File: src/rtl/memoria_personalizada_if.sv
// Record/read bus of the customisable sequence memory.
// The datapath/control side is the master; the memory is the slave.
interface memoria_personalizada_if #(
    parameter int ADDR_BITS = 4,
    parameter int DATA_BITS = 4
);
    logic                 inicia_gravacao;
    logic                 finaliza_gravacao;
    logic [DATA_BITS-1:0] botoes;
    logic [ADDR_BITS-1:0] address;
    logic [DATA_BITS-1:0] data_out;
    logic                 gravando;
    logic [ADDR_BITS:0]   tamanho;
    logic                 cheia;
    logic                 pronto;
    logic                 erro_jogada;
    logic [1:0]           db_estado;

    modport master (
        output inicia_gravacao, finaliza_gravacao, botoes, address,
        input  data_out, gravando, tamanho, cheia, pronto, erro_jogada, db_estado
    );

    modport slave (
        input  inicia_gravacao, finaliza_gravacao, botoes, address,
        output data_out, gravando, tamanho, cheia, pronto, erro_jogada, db_estado
    );
endinterface

File: src/rtl/memoria_personalizada.sv
// Writable sequence memory filled by button presses, with a ROM-like registered read port.
// A three-state recorder takes one one-hot press per activation and waits for release.
module memoria_personalizada #(
    parameter int                   DEPTH        = 16,
    parameter int                   ADDR_BITS    = 4,
    parameter int                   DATA_BITS    = 4,
    parameter logic [DATA_BITS-1:0] VALOR_PADRAO = DATA_BITS'(1)
) (
    input logic                    clock,
    input logic                    reset,
    memoria_personalizada_if.slave bus
);
    localparam int                 IDX_W = (DEPTH > 1) ? $clog2(DEPTH) : 1;
    localparam logic [ADDR_BITS:0] CHEIO = (ADDR_BITS + 1)'(DEPTH);

    typedef enum logic [1:0] {
        OCIOSO   = 2'd0,
        GRAVANDO = 2'd1,
        SOLTA    = 2'd2
    } estado_t;

    estado_t              estado, proximo;
    logic [DATA_BITS-1:0] mem [DEPTH];
    logic [DATA_BITS-1:0] dado;
    logic [ADDR_BITS:0]   tamanho;
    logic                 pronto, erro;
    logic                 escreve, limpa, pronto_d, erro_d;
    logic                 nenhum, um_so;

    assign nenhum = (bus.botoes == '0);
    // Clearing the lowest set bit leaves zero only for a single-bit value.
    assign um_so  = !nenhum && ((bus.botoes & (bus.botoes - DATA_BITS'(1))) == '0);

    always_ff @(posedge clock or negedge reset) begin
        if (!reset) estado <= OCIOSO;
        else        estado <= proximo;
    end

    always_comb begin
        proximo  = estado;
        escreve  = 1'b0;
        limpa    = 1'b0;
        pronto_d = 1'b0;
        erro_d   = 1'b0;
        case (estado)
            OCIOSO: begin
                if (bus.inicia_gravacao) begin
                    proximo = GRAVANDO;
                    limpa   = 1'b1;
                end
            end
            GRAVANDO: begin
                // Ending wins over a press arriving in the same cycle.
                if (bus.finaliza_gravacao) begin
                    proximo  = OCIOSO;
                    pronto_d = 1'b1;
                end else if (um_so) begin
                    escreve = 1'b1;
                    proximo = SOLTA;
                end else if (!nenhum) begin
                    erro_d  = 1'b1;
                    proximo = SOLTA;
                end
            end
            SOLTA: begin
                if (bus.finaliza_gravacao) begin
                    proximo  = OCIOSO;
                    pronto_d = 1'b1;
                end else if (nenhum) begin
                    if (tamanho == CHEIO) begin
                        proximo  = OCIOSO;
                        pronto_d = 1'b1;
                    end else begin
                        proximo = GRAVANDO;
                    end
                end
            end
            default: proximo = OCIOSO;
        endcase
    end

    // tamanho doubles as the write pointer; it stops at DEPTH because a full
    // memory always leaves SOLTA for OCIOSO.
    always_ff @(posedge clock or negedge reset) begin
        if (!reset) begin
            tamanho <= '0;
            pronto  <= 1'b0;
            erro    <= 1'b0;
        end else begin
            pronto <= pronto_d;
            erro   <= erro_d;
            if (limpa)
                tamanho <= '0;
            else if (escreve && tamanho != CHEIO)
                tamanho <= tamanho + (ADDR_BITS + 1)'(1);
        end
    end

    always_ff @(posedge clock or negedge reset) begin
        if (!reset) begin
            for (int i = 0; i < DEPTH; i++) mem[i] <= VALOR_PADRAO;
        end else if (escreve && tamanho != CHEIO) begin
            mem[tamanho[IDX_W-1:0]] <= bus.botoes;
        end
    end

    // Read in every state; a same-address write lands after this sample.
    always_ff @(posedge clock or negedge reset) begin
        if (!reset) dado <= VALOR_PADRAO;
        else        dado <= mem[bus.address[IDX_W-1:0]];
    end

    assign bus.data_out    = dado;
    assign bus.gravando    = (estado != OCIOSO);
    assign bus.tamanho     = tamanho;
    assign bus.cheia       = (tamanho == CHEIO);
    assign bus.pronto      = pronto;
    assign bus.erro_jogada = erro;
    assign bus.db_estado   = estado;
endmodule
File: src/flat_wrapper.sv
// flat-port wrapper written by rule: the top's interface ports become plain ports
module memoria_personalizada_flat 
#(
    parameter int                   DEPTH        = 16,
    parameter int                   ADDR_BITS    = 4,
    parameter int                   DATA_BITS    = 4,
    parameter logic [DATA_BITS-1:0] VALOR_PADRAO = DATA_BITS'(1)
)
  (clock, reset, bus_inicia_gravacao, bus_finaliza_gravacao, bus_botoes, bus_address, bus_data_out, bus_gravando, bus_tamanho, bus_cheia, bus_pronto, bus_erro_jogada, bus_db_estado);
  memoria_personalizada_if #(.ADDR_BITS(ADDR_BITS), .DATA_BITS(DATA_BITS)) bus_i ();
  input logic clock;
  input logic reset;
  input wire logic [$bits(bus_i.inicia_gravacao)-1:0] bus_inicia_gravacao;
  input wire logic [$bits(bus_i.finaliza_gravacao)-1:0] bus_finaliza_gravacao;
  input wire logic [$bits(bus_i.botoes)-1:0] bus_botoes;
  input wire logic [$bits(bus_i.address)-1:0] bus_address;
  output wire logic [$bits(bus_i.data_out)-1:0] bus_data_out;
  output wire logic [$bits(bus_i.gravando)-1:0] bus_gravando;
  output wire logic [$bits(bus_i.tamanho)-1:0] bus_tamanho;
  output wire logic [$bits(bus_i.cheia)-1:0] bus_cheia;
  output wire logic [$bits(bus_i.pronto)-1:0] bus_pronto;
  output wire logic [$bits(bus_i.erro_jogada)-1:0] bus_erro_jogada;
  output wire logic [$bits(bus_i.db_estado)-1:0] bus_db_estado;
  assign bus_i.inicia_gravacao = bus_inicia_gravacao;
  assign bus_i.finaliza_gravacao = bus_finaliza_gravacao;
  assign bus_i.botoes = bus_botoes;
  assign bus_i.address = bus_address;
  assign bus_data_out = bus_i.data_out;
  assign bus_gravando = bus_i.gravando;
  assign bus_tamanho = bus_i.tamanho;
  assign bus_cheia = bus_i.cheia;
  assign bus_pronto = bus_i.pronto;
  assign bus_erro_jogada = bus_i.erro_jogada;
  assign bus_db_estado = bus_i.db_estado;
  memoria_personalizada #(.DEPTH(DEPTH), .ADDR_BITS(ADDR_BITS), .DATA_BITS(DATA_BITS), .VALOR_PADRAO(VALOR_PADRAO)) u_core (.clock(clock), .reset(reset), .bus(bus_i));
endmodule
File: config.mk
export PLATFORM = sky130hd
export DESIGN_NAME = memoria_personalizada_flat
export DESIGN_NICKNAME = d
export VERILOG_FILES = /design/src/rtl/memoria_personalizada_if.sv /design/src/rtl/memoria_personalizada.sv /design/src/flat_wrapper.sv
export SDC_FILE = /design/constraint.sdc
export NUM_CORES = 1
export LEC_CHECK = 0
export CELL_PAD_IN_SITES_DETAIL_PLACEMENT = 2
export CELL_PAD_IN_SITES_GLOBAL_PLACEMENT = 2
export CORE_MARGIN = 2
export CORE_UTILIZATION = 45
export CTS_CLUSTER_SIZE = 16
export DETAILED_ROUTE_END_ITERATION = 8
export MAX_ROUTING_LAYER = met4
export PLACE_DENSITY = 0.84
export SETUP_SLACK_MARGIN = 0.4
export SLEW_MARGIN = 20
export SYNTH_ARGS = -nofsm -noshare
export SYNTH_HDL_FRONTEND = slang
export SYNTH_SLANG_ARGS = --single-unit
File: constraint.sdc
create_clock -name clock -period 4.56 [get_ports clock]
set_input_delay 0.456 -clock clock [delete_from_list [all_inputs] [get_ports clock]]
set_output_delay 0.456 -clock clock [all_outputs]
set_load 0.05 [all_outputs]
==> run summary <==
Of the total power, the share spent switching nets is 32.6%. The final layout net count came out at 335. The tree is rooted in a clkbuf_8. During synthesis, Yosys emitted a total of 0 warnings. Type of the tightest min-delay check: input port to async pin.

The H-tree was split into 3 levels. Critical path data arrival time: 3270 ps. After synthesis, the netlist uses 38 different library cells. The hold buffer count at cts is 0. Summed over all cells, the static leakage comes to 1.96 nW.

The area growth from synthesis to final layout is 15.7%. The tools report the detailed placer's ending HPWL as 6950 µm. In the routed design, unresolved DRC markers number 0.

The net switching power figure is 0.632 mW, and the area occupied by registers is 1950 µm². The synthesized design contains 77 register bits. The proportion of layout cells with a drive suffix above 1 came out at 41.6%. The number of antenna violations at the first check in global routing is 0. The power density over the cells was 428 nW/µm². The most frequently used flop master after synthesis was dfrtp_1.

I/O pin total: 27. The logs give 41.4% for the relative contribution of sequential cells to total power and 9460 µm² for the full die area. The share of synthesized registers carrying an async set or reset came out at 100%. The average vias per placed instance is 5.87, and the wire length per cell is 25.3 µm. The tools report the share of the core filled with cells in the final layout as 52.7%. The routability congestion estimate is 0.721, and the cell count after placement is 412. Total congestion overflow: 0.

The run finished with clean final reports. In the final timing run, aggregate negative setup slack is 0 ps. The internal portion of the total power is 1.31 mW. The summed instance area of the synthesized netlist was 3910 µm²; the count of inserted antenna diode cells was 0. The count of flip-flops with a built-in enable after synthesis is 0, and the synthesized area per cell is 13.7 µm². Overall routing resource usage: 25.4%. The power consumption came out at 1.94 mW.

Row generation in the floorplan step produced 34 rows. The peak ir drop on the vdd network was 0.345 mV; the measured slew at the worst slew-check pin was 1130 ps. The share of total power dissipated in combinational logic is 24.6%. The count of mapped cells out of synthesis is 286. The number of buffers inserted to repair setup after CTS was 0; the clock latency of the later-clocked register in the worst-skew pair was 370 ps. The relative max-transition margin is 24.4%, and the number of hold-slack violations in the final timing report is 0. In this run, the clock network consumes 34.0% of the power.

Setup repair after global routing left no endpoint under its margin. The filler cells instantiated in the layout total 809. The worst setup path is captured at a register. In this run, the number of DRC markers left after iteration 0 of detailed routing was 135.

The number of global-route vias before repair is 2,983. The type of the worst setup path was input port to register. The detailed-route via count is 2,512. Standard cell with the maximum stage delay on the critical path: or4_1. The overall die width came out at 97.2 µm. The max capacitance violation total came out at 0. The number of clock buffers inserted by TritonCTS was 9; the register-to-register setup slack was 2090 ps. Setup violations remaining at the end of the flow were counted as 0.

The number of input and output port buffers inserted came out at 26. STA classifies the critical path startpoint as an input port. The number of pins exceeding their max-slew limit in the final report was 0. Entering global routing, the biggest net connects 78 pins.

The smallest hold slack was 250 ps. For this configuration, the core starts out at a cell density of 45.5%. Of the available clock period, the critical path in the final layout requires 66.3%.

The first detailed-routing pass ran for 4 iterations. The worst-case clock skew is 12.4 ps, and the clock slew seen by the registers of the worst setup and hold paths is 80 ps. The clock net in this run drives a total of 77 sinks. The tools report the post-route antenna net violation count as 0.

TritonCTS built the clock tree. For the count of non-filler cells in the finished layout, the log shows 428. The tools report the critical path data required time as 4810 ps. The area of combinational cells with multiple inputs was 1860 µm². The clock period could shrink to 3020 ps. Derived from the worst setup path, the maximum achievable clock frequency is 331 MHz. Summed over all layers, the routed wires come to 10,800 µm.

The number of gates resized after CTS was 0. The fraction of the yosys area taken by sequential cells was 49.8%; the net count after synthesis was 306. Vertical die dimension: 97.2 µm.

The global-route wire length before repair is 17,500 µm. The core box area is 8590 µm², and the maximum fanout count along the critical path is 20. For this run, the slowest stage of the critical path takes 920 ps. The buffer depth of the longest clock path came out at 2. Traced cell by cell, the critical path runs through clkdlybuf4s50_1, buf_4, inv_1, or4_1, a21oi_1, mux2_2.
-- state kept, by name (all words and copies together) (netlist names) --
name	flops
u_core.bus.tamanho	5
u_core.bus.pronto	1
u_core.bus.data_out	4
u_core.bus.db_estado	2
u_core.mem	64
u_core.bus.erro_jogada	1
-- Yosys cell counts (3+ instances only) --
master / instances / area [µm²]
nor2b_1: 5 / 31.3
dfrtp_1: 60 / 1500
mux4_2: 16 / 360
buf_2: 4 / 20.0
inv_1: 7 / 26.3
a22oi_1: 9 / 67.6
clkbuf_1: 9 / 33.8
o21ai_0: 3 / 15.0
a21oi_4: 8 / 130
a21oi_1: 13 / 65.1
nand2_1: 24 / 90.1
mux2i_1: 4 / 40.0
dfstp_2: 17 / 447
mux2_2: 64 / 721
ha_1: 8 / 100
nor2_1: 5 / 18.8
nand2b_1: 3 / 18.8
nand3_1: 5 / 25.0
-- worst max-delay path: cells and delay by family --
family                 cells  cell delay, ps
and+or+nand+nor            1             920
buffers and inverters      3             790
AOI/OAI and AO/OA          1             680
muxes                      1             410
-- cells in the final DEF (no fill, tap or decap), types with 5 or more instances in the layout --
cell type	instances
mux4_2	16
a22oi_1	9
inv_1	7
nand2_1	24
nor2b_1	5
ha_1	8
dfstp_2	17
nor2_1	5
a21oi_1	13
a21oi_4	8
clkbuf_8	9
mux2_2	64
nand3_1	5
buf_4	8
clkdlybuf4s50_1	24
dfrtp_1	60
-- path summary, 6_finish.rpt --
path,start,endpoint,cells past startpoint
setup / recovery,bus_botoes[3],u_core.mem[47]$_DFFE_PN0P_,6
hold / removal,reset,u_core.bus.erro_jogada$_DFF_PN0_,1
setup reg to reg,u_core.bus.db_estado[1]$_DFFE_PN0P_,u_core.mem[59]$_DFFE_PN0P_,6
hold reg to reg,u_core.mem[2]$_DFFE_PN0P_,u_core.mem[2]$_DFFE_PN0P_,1
max in group asynchronous,reset,u_core.mem[50]$_DFFE_PN0P_,1
min in group clock,u_core.mem[2]$_DFFE_PN0P_,u_core.mem[2]$_DFFE_PN0P_,1
-- cell families (layout without fill, tap and decap cells) --
| kind of cell | after synthesis | in the layout | synth area share (%) |
|---|---|---|---|
| mux | 86 | 86 | 29.2 |
| flops | 77 | 77 | 49.8 |
| simple gates | 52 | 52 | 6.91 |
| compound gates | 39 | 39 | 8.41 |
| buf+inv | 22 | 56 | 2.62 |
| fa+ha+maj | 9 | 9 | 2.81 |
| xor+xnor | 1 | 1 | 0.224 |
-- metal layers --
metal / global-route usage (%) / share of wire (%)
met1: 31.2 / 43
met2: 42.6 / 52
met3: 4.24 / 2.3
met4: 9.83 / 2.5
met5: - / 0
-- final cells by class --
class,instances,area share [%]
Clock inverter,7,2.82
Clock buffer,9,2.74
Sequential cell,77,43.0
Timing Repair Buffer,33,6.74
Tap cell,108,2.98
Inverter,7,0.580
Multi-Input combinational cell,187,41.1
-- power groups by stage --
stage,registers (mW),logic (mW),clock network (mW)
after detailed placement,0.813,0.476,0
after global placement,0.807,0.454,0
after floorplan,0.875,0.241,0
after global routing,0.814,0.515,0.703
final,0.803,0.477,0.660
after CTS,0.803,0.482,0.674
-- stage by stage --
| step | setup slack, ps | area, µm² |
|---|---|---|
| final | 1540 | 4530 |
| after global routing | 1420 | 4530 |
| after CTS | 1550 | 4530 |
| after detailed placement | 1220 | 4280 |
| after global placement | 1320 | 4280 |
| after floorplan | 2280 | 3910 |
Power figures use the tool's default switching activity.
